`src/rtl/pipe_ctrl_pkg.sv`:
```
// Shared definitions for the pipeline controller:
// stall encodings, bus widths, FSM states and the stall-vector helper.
package pipe_ctrl_pkg;

    localparam int INST_ADDR_BUS = 32;

    localparam logic STOP          = 1'b1;
    localparam logic NO_STOP       = 1'b0;
    localparam logic BRANCH_ENABLE = 1'b1;

    localparam logic [INST_ADDR_BUS-1:0] ZERO_WORD = '0;

    localparam int STALL_PC    = 0;
    localparam int STALL_IFID  = 1;
    localparam int STALL_IDEX  = 2;
    localparam int STALL_EXMEM = 3;
    localparam int STALL_MEMWB = 4;
    localparam int STALL_W     = 5;

    typedef enum logic {
        ST_IDLE    = 1'b0,
        ST_BR_PEND = 1'b1
    } br_state_e;

    // A request freezes its own stage and everything upstream of it.
    function automatic logic [STALL_W-1:0] stall_vec(
        input logic r_if,
        input logic r_id,
        input logic r_ex,
        input logic r_mem
    );
        logic [STALL_W-1:0] v;
        logic               s_ex;
        logic               s_id;
        logic               s_if;
        s_ex = r_mem | r_ex;
        s_id = s_ex | r_id;
        s_if = s_id | r_if;
        v = {STALL_W{NO_STOP}};
        v[STALL_MEMWB] = r_mem ? STOP : NO_STOP;
        v[STALL_EXMEM] = s_ex ? STOP : NO_STOP;
        v[STALL_IDEX]  = s_id ? STOP : NO_STOP;
        v[STALL_IFID]  = s_if ? STOP : NO_STOP;
        v[STALL_PC]    = s_if ? STOP : NO_STOP;
        return v;
    endfunction

endpackage

```
`src/rtl/pipe_ctrl.sv`:
```
// Pipeline controller: stall vector, branch redirect hand-off to
// pc_reg with hold-while-frozen, and a saturating stall-cycle counter.
module pipe_ctrl
    import pipe_ctrl_pkg::*;
#(
    parameter int CNT_W = 32
) (
    input  logic                     clk,
    input  logic                     rst_n,
    input  logic                     stallreq_if_i,
    input  logic                     stallreq_id_i,
    input  logic                     stallreq_ex_i,
    input  logic                     stallreq_mem_i,
    input  logic                     ex_branch_flag_i,
    input  logic [INST_ADDR_BUS-1:0] ex_branch_addr_i,
    input  logic                     cnt_clr_i,
    output logic [STALL_W-1:0]       stalled_o,
    output logic                     pc_branch_o,
    output logic [INST_ADDR_BUS-1:0] pc_branch_addr_o,
    output logic                     if_flush_o,
    output logic                     br_pending_o,
    output logic [CNT_W-1:0]         stall_cycles_o
);

    br_state_e                state_q;
    br_state_e                state_d;
    logic [INST_ADDR_BUS-1:0] br_addr_q;
    logic [INST_ADDR_BUS-1:0] br_addr_d;
    logic [CNT_W-1:0]         cnt_q;
    logic                     pc_free;

    assign stalled_o = stall_vec(stallreq_if_i, stallreq_id_i,
                                 stallreq_ex_i, stallreq_mem_i);
    assign pc_free   = (stalled_o[STALL_PC] == NO_STOP);

    always_ff @(posedge clk or negedge rst_n) begin
        if (!rst_n) begin
            state_q   <= ST_IDLE;
            br_addr_q <= ZERO_WORD;
        end else begin
            state_q   <= state_d;
            br_addr_q <= br_addr_d;
        end
    end

    always_comb begin
        state_d          = state_q;
        br_addr_d        = br_addr_q;
        pc_branch_o      = ~BRANCH_ENABLE;
        pc_branch_addr_o = ZERO_WORD;
        if_flush_o       = 1'b0;
        br_pending_o     = 1'b0;
        case (state_q)
            ST_IDLE: begin
                if (ex_branch_flag_i) begin
                    if_flush_o = 1'b1;
                    if (pc_free) begin
                        pc_branch_o      = BRANCH_ENABLE;
                        pc_branch_addr_o = ex_branch_addr_i;
                    end else begin
                        br_addr_d = ex_branch_addr_i;
                        state_d   = ST_BR_PEND;
                    end
                end
            end
            ST_BR_PEND: begin
                if_flush_o   = 1'b1;
                br_pending_o = 1'b1;
                // The newest redirect supersedes the held one.
                if (ex_branch_flag_i && pc_free) begin
                    pc_branch_o      = BRANCH_ENABLE;
                    pc_branch_addr_o = ex_branch_addr_i;
                    state_d          = ST_IDLE;
                end else if (ex_branch_flag_i) begin
                    br_addr_d = ex_branch_addr_i;
                end else if (pc_free) begin
                    pc_branch_o      = BRANCH_ENABLE;
                    pc_branch_addr_o = br_addr_q;
                    state_d          = ST_IDLE;
                end
            end
            default: state_d = ST_IDLE;
        endcase
    end

    always_ff @(posedge clk or negedge rst_n) begin
        if (!rst_n) begin
            cnt_q <= '0;
        end else if (cnt_clr_i) begin
            cnt_q <= '0;
        end else if ((|stalled_o) && !(&cnt_q)) begin
            cnt_q <= cnt_q + {{(CNT_W-1){1'b0}}, 1'b1};
        end
    end

    assign stall_cycles_o = cnt_q;

endmodule

```
`config.mk`:
```
export PLATFORM = sky130hd
export DESIGN_NAME = pipe_ctrl
export DESIGN_NICKNAME = d
export VERILOG_FILES = /design/src/rtl/pipe_ctrl_pkg.sv /design/src/rtl/pipe_ctrl.sv
export SDC_FILE = /design/constraint.sdc
export NUM_CORES = 1
export LEC_CHECK = 0
export BUFFER_PORTS_ARGS = -buffer_cell sky130_fd_sc_hd__buf_2
export CORE_MARGIN = 4
export CORE_UTILIZATION = 38
export DETAILED_ROUTE_END_ITERATION = 7
export PLACE_DENSITY_LB_ADDON = 0.2
export SKIP_CTS_REPAIR_TIMING = 1
export SKIP_LAST_GASP = 1
export SYNTH_ARGS = -nofsm -noshare
export SYNTH_HDL_FRONTEND = slang
export SYNTH_SLANG_ARGS = --single-unit
export TNS_END_PERCENT = 10
```
`constraint.sdc`:
```
create_clock -name clk -period 2.3 [get_ports clk]
set_clock_uncertainty 0.2 [all_clocks]
set_input_delay 0.115 -clock clk [delete_from_list [all_inputs] [get_ports clk]]
set_output_delay 0.115 -clock clk [all_outputs]
set_load 0.01 [all_outputs]
```
* Word-level counts from Yosys, hierarchy flattened
Cells that the tools add are included.
** Storage, ports and cells
- Input bits :: 40
- Bits in registers :: 65
** Operators by class
- Add/sub/neg operators :: 1
- Bitwise operators :: 5
- Multiplexer cells :: 30
- Equality and inequality tests :: 4
- Reduce and logical (&&, ||, !) cells :: 7
** Operator list (count)
- $mux W32 :: 11
- $pmux W32 S2 :: 2
- $add A32 B1 Y32 const B :: 1
- $reduce_and A32 Y1 :: 1
- $mux W1 :: 14
- $ne A2 B2 Y1 const B :: 4
- $pmux W1 S2 :: 3
- $reduce_and A4 Y1 :: 1
- $reduce_or A4 Y1 :: 1
- $or A1 B1 Y1 :: 3
- $logic_and A1 B1 Y1 :: 2
- $not A1 Y1 :: 2
- $reduce_bool A2 Y1 :: 1
- $logic_not A1 Y1 :: 1

* Logic depth before layout (Yosys ltp)
Gate-level depths: netlist of the first run.
- Depth in word-level cells :: 8
- Mapped depth :: 7
- Mapped depth without buffers :: 6

* Worst setup path before layout of the first run
OpenSTA, ideal clock, no wires.
- Kind :: reg-to-reg
- Start point :: register cnt_q[2] (netlist: stall_cycles_o[2])
- End point :: register cnt_q[27] (netlist: stall_cycles_o[27])
- Library setup time :: 125 ps
- Path slack :: 116 ps
- Arrival :: 1860 ps
- Stages on the path, launching flop included :: 7
- Buffers on the path :: 1
- Data required time :: 1975 ps
- Period minus slack after synthesis :: 2184 ps
- Path through :: dfrtp_1 > nand3_2 > or3_1 > a41o_1 > buf_6 > nor4_1 > mux2_2
** Between the ends
- Longest elaborated chain between the ends :: 4
- Elaborated cells on any way between the ends :: 7
** RTL lines
- from (decl) :: line pipe_ctrl.sv:29 : logic [CNT_W-1:0] cnt_q;
- from (signal assigned) :: line pipe_ctrl.sv:92 : cnt_q <= cnt_q + {{(CNT_W-1){1'b0}}, 1'b1};
- parallel branches: the longest is 4 deep, another holds $add A32 B1 Y32
Several ways; the timed one is not identified. The select of a mux whose other input is x is not followed.
A chain may end at the register's enable or synchronous reset.

* Worst setup path in the final report of the first run
- Start point :: register cnt_q[7] (netlist: stall_cycles_o[7])
- End point :: register cnt_q[27] (netlist: stall_cycles_o[27])
The elaborated chain is that of the path after synthesis.

==> results of run 1 <==
==> registers in the layout, summed over array words and instances (netlist names) <==
register	count
br_addr_q	32
stall_cycles_o	32
state_q	1
==> stage by stage <==
stage | area, sq um | instances | total power, uW | worst slack (ps)
after global placement | 4250 | 545 | 1517 | -4.925
after detailed placement | 4250 | 545 | 1528 | -38.19
final | 4853 | 599 | 2529 | 51.62
after floorplan | 3466 | 324 | 1399 | 115.8
after CTS | 4446 | 560 | 2511 | -84.16
after global routing | 4853 | 599 | 2659 | -18.08
==> placed cells by master (no fill, tap or decap), types with 12 or more instances in the layout <==
master / count
nand3_1: 15
or3_1: 12
buf_2: 111
dfrtp_1: 61
dlygate4sd3_1: 35
a22o_1: 32
buf_4: 24
mux2_2: 39
nor2_1: 16
nand2_1: 18
a21oi_1: 20
==> kinds of logic (layout without fill, tap and decap cells) <==
| group | after synthesis | count (layout) | synth area share |
|---|---|---|---|
| AOI/OAI and AO/OA | 79 | 79 | 0.1610 |
| xor gates and xnor gates | 4 | 4 | 0.01011 |
| and+or+nand+nor | 108 | 108 | 0.1910 |
| buffers and inverters | 28 | 195 | 0.03827 |
| adders and majority gates | 1 | 1 | 0.003610 |
| muxes | 39 | 39 | 0.1267 |
| DFF | 65 | 65 | 0.4693 |
==> where the power goes <==
part	leakage, uW	internal (uW)	switching (uW)	total, uW
Combinational	0.00139	165	134	299
Sequential	0.000822	1210	37.5	1250
Clock	0.000102	551	429	980
==> routing by layer <==
metal	share of wire	GRT usage	vias to the layer above
met1	0.46	0.2243	1549
met5	0	0	-
met2	0.47	0.2603	88
met3	0.063	0.05908	6
met4	0.0075	0.03514	0
li1	-	-	1545
==> worst max-delay path, cell delays in order, from the launching register on <==
cell     delay, ps
dfrtp_1        430
nand3_2        150
or3_1          390
a41o_2         320
nor4_1         290
mux2_2         370
==> worst paths after layout <==
check                                  start                  to  slack, ps
min reg2reg                    br_addr_q[29]       br_addr_q[29]        310
max in group asynchronous              rst_n   stall_cycles_o[6]       1470
max reg2reg                stall_cycles_o[7]  stall_cycles_o[27]         50
max                        stall_cycles_o[7]  stall_cycles_o[27]         50
min in group asynchronous              rst_n       br_addr_q[19]        130
min                                cnt_clr_i  stall_cycles_o[20]         60
==> layout make-up <==
class,count,area [sq um],share of cell area
tap,108,135.1,0.02784
inverter,8,30.03,0.006187
clock buffer,12,155.1,0.03197
timing repair buffer,172,1126,0.2320
multi-input combinational,231,1735,0.3576
sequential,65,1632,0.3362
clock inverter,3,40.04,0.008250
==> impl_metrics.json, run 1 <==
{
  "outcome": "finished clean",
  "seq_area_frac_synth": 0.4693,
  "slew_violations": 0,
  "io_pins": 112,
  "whs_ps": 59.41,
  "period_needed_ps": 2248,
  "cts_tree": "done",
  "die_w_um": 103.5,
  "critPathRequiredTime_ps": 2330,
  "clkTransAtPathRegs_ps": 70,
  "drtIter0Drc": 170,
  "worst_slew_pin_slew_ps": 525.8,
  "n_antenna_cell": 0,
  "setup-violations-final": 0,
  "maxCapViolCount": 0,
  "yosysMostFrequentCell": "dfrtp_1",
  "pwr_density_cell_mw_per_mm2": 521.1,
  "clockBufferDepth": 2,
  "cts_num_sinks": 65,
  "vdd_drop_max_mv": 0.2999,
  "cts_max_level": 3,
  "hold_depth": 2,
  "syn_nets": 365,
  "yosysTopAreaCell": "dfrtp_1",
  "ys.flop_type": "dfrtp_1",
  "start_util": 0.3936,
  "dp_hpwl_um": 6361,
  "synth_seq_cells": 65,
  "netlist_instances": 324,
  "fmax_mhz": 444.8,
  "grt_pass1_vias": 2938,
  "ys_top_cells_by_count": "dfrtp_1, mux2_2, a22o_1",
  "die-area_sq_mm": 0.01071,
  "antenna_found_initial": 0,
  "routed_wire_length_per_instance_um": 15.64,
  "drive_gt1_frac": 0.4257,
  "ys_types": 42,
  "grt_max_degree": 66,
  "fillerInstances": 772,
  "num_rows": 34,
  "max_slew_margin": 0.6495,
  "dieHeight_um": 103.5,
  "grt_pass1_wl_um": 14700,
  "overflow": 0,
  "grt_setup_unrepaired": "true",
  "fin_crit_sh": 0.9776,
  "worstSetupPathType": "register to register",
  "cp.arrival_ps": 2280,
  "first_pass_iters": 4,
  "synth-async-reset-ratio": 1.000,
  "grt_usage": 0.1665,
  "hold_class": "input port to register",
  "core_area_sq_mm": 0.008806,
  "leakagePower_uw": 0.002316,
  "post-route-util": 0.5512,
  "vias": 3188,
  "syn_avg_cell_area_sq_um": 10.70,
  "netlist_top_cells_area": "dfrtp_1, mux2_2, a22o_1",
  "cts_buffers": 9,
  "root_buffer": "clkbuf_8",
  "place_congestion": 0.8116,
  "io_buffers": 111,
  "clkLatencyLatePin_ps": 340,
  "yosysWarnings": 0,
  "cp-start-kind": "register",
  "synth_enable_flop_cells": 0,
  "critPathCaptureType": "register",
  "synth.top_cell.area_share": 0.4693,
  "post-route-drc-count": 0,
  "syn_area_sq_mm": 0.003466,
  "ant_nets": 0,
  "fin_setup_tns_ps": 0,
  "r2r_cells": 5,
  "wirelength_um": 9368,
  "via_per_inst": 5.322,
  "crit_fanout": 11,
  "hold_viol_final": 0,
  "fin_nets": 528,
  "area_growth_pct": 40.04
}
Power figures use the tool's default switching activity.
==> inputs of run 2 (changes only) <==
Settings changed: CORE_ASPECT_RATIO set to 0.9, CORE_UTILIZATION 38 to 24.
==> run 2 against run 1 <==
Against the previous run:
- clock-buffer cell count fell by 2
- routed wire length rose by 8.7%
- register-to-register slack barely moved
- first-iteration DRC count rose by 14%
- via count fell by 0.19%
- die area rose by 53%
- critical path depth did not move
- worst hold slack got worse by 34 ps
==> impl_metrics.json, run 2 (synthesized netlist as in run 1, its figures left out) <==
{
  "worstSetupPathType": "register to register",
  "clockBufferDepth": 2,
  "dieHeight_um": 122.0,
  "wirelength_um": 10190,
  "vias": 3182,
  "crit_start": "stall_cycles_o[0]",
  "maxCapViolCount": 0,
  "grt_usage": 0.1224,
  "fin_nets": 532,
  "crit_fanout": 11,
  "clkLatencyLatePin_ps": 340,
  "dp_hpwl_um": 7205,
  "outcome": "finished clean",
  "dp_slack_ps": -19.90,
  "pwr_density_cell_mw_per_mm2": 568.6,
  "core_area_sq_mm": 0.01411,
  "area_growth_pct": 47.26,
  "io_pins": 112,
  "cts_tree": "done",
  "cp.arrival_ps": 2270,
  "first_pass_iters": 4,
  "ant_nets": 0,
  "fmax_mhz": 445.1,
  "cts_buffers": 9,
  "vdd_drop_max_mv": 0.2949,
  "die-area_sq_mm": 0.01643,
  "dp_cells": 637,
  "die_w_um": 134.7,
  "crit_path_max_incr_delay_ps": 430,
  "drtIter0Drc": 194,
  "hp-start": "cnt_clr_i",
  "critPathCaptureType": "register",
  "via_per_inst": 4.632,
  "grt_pass1_vias": 3062,
  "num_rows": 41,
  "period_needed_ps": 2246,
  "cpMaxStageDelayCell": "dfrtp_1",
  "max_slew_margin": 0.5857,
  "critPathRequiredTime_ps": 2320,
  "setup_slack_ps": 53.51,
  "hold_class": "input port to register",
  "crit_chain": "ha_1 > and4_2 > a41o_1 > nor4_1 > mux2_2",
  "routed_wire_length_per_instance_um": 14.83,
  "drive_gt1_frac": 0.4211,
  "cts_num_sinks": 65,
  "rr_startpoint": "stall_cycles_o[0]",
  "grt_setup_unrepaired": "true",
  "post-route-util": 0.3618,
  "fin_crit_sh": 0.9767,
  "layout_commonest_cell": "buf_2",
  "io_buffers": 111,
  "root_buffer": "clkbuf_16",
  "slew_violations": 0,
  "post-route-drc-count": 0,
  "cts_max_level": 3,
  "leakagePower_uw": 0.002379,
  "grt_max_degree": 42,
  "n_antenna_cell": 0,
  "worst_slew_pin_slew_ps": 621.5,
  "layout_common_cells": "buf_2, dfrtp_1, mux2_2",
  "antenna_found_initial": 0,
  "p_total_uw": 2902,
  "fin_cells": 687,
  "setup-violations-final": 0,
  "place_congestion": 0.7972,
  "start_util": 0.2457,
  "grt_pass1_wl_um": 15710,
  "hold_viol_final": 0,
  "cp-start-kind": "register",
  "clkTransAtPathRegs_ps": 60,
  "overflow": 0
}
-- run 2: critical path, delay by kind of cell (launching register included) --
family / cells / cell delay (ps)
flip-flops: 1 / 430
adder cells (fa/ha/maj): 1 / 250
AND/OR/NAND/NOR: 2 / 580
multiplexers: 1 / 370
AO/OA/AOI/OAI: 1 / 300
-- run 2: layer usage --
layer | share of wire | up-vias | global-route usage
li1 | - | 1550 | -
met1 | 0.46 | 1533 | 0.1636
met2 | 0.47 | 79 | 0.1872
met3 | 0.042 | 20 | 0.02684
met4 | 0.027 | 0 | 0.06043
met5 | 0 | - | 0
-- run 2: path summary, 6_finish.rpt --
| path | depth (start not counted) | end | slack (ps) |
|---|---|---|---|
| min reg2reg | 1 | br_addr_q[4] | 300 |
| max | 5 | stall_cycles_o[27] | 50 |
| max in group asynchronous | 3 | br_addr_q[15] | 1130 |
| min | 2 | stall_cycles_o[8] | 20 |
| max reg2reg | 5 | stall_cycles_o[27] | 50 |
| min in group asynchronous | 2 | stall_cycles_o[13] | 140 |
-- run 2: report_power, final --
part           total (uW)  internal, uW  switching (uW)
sequential           1250          1210            36.2
clock                1350           850             498
combinational         304           169             135
-- run 2: per-stage QoR --
step	cell area (sq um)	hold WS (ps)	setup TNS [ps]
final	5104	24.93	0
after floorplan	3466	-380.6	0
after global routing	5104	52.99	-133.7
after detailed placement	4447	-24.99	-19.90
after CTS	4731	-387.4	-34.01
after global placement	4447	-27.47	0
-- run 2: cell type report --
cell class | count | area, sq um
fill | 1422 | 9004
sequential | 65 | 1627
inverter | 8 | 30.03
tap | 193 | 241.5
clock inverter | 4 | 45.04
clock buffer | 10 | 239.0
multi-input combinational | 231 | 1728
timing repair buffer | 176 | 1194
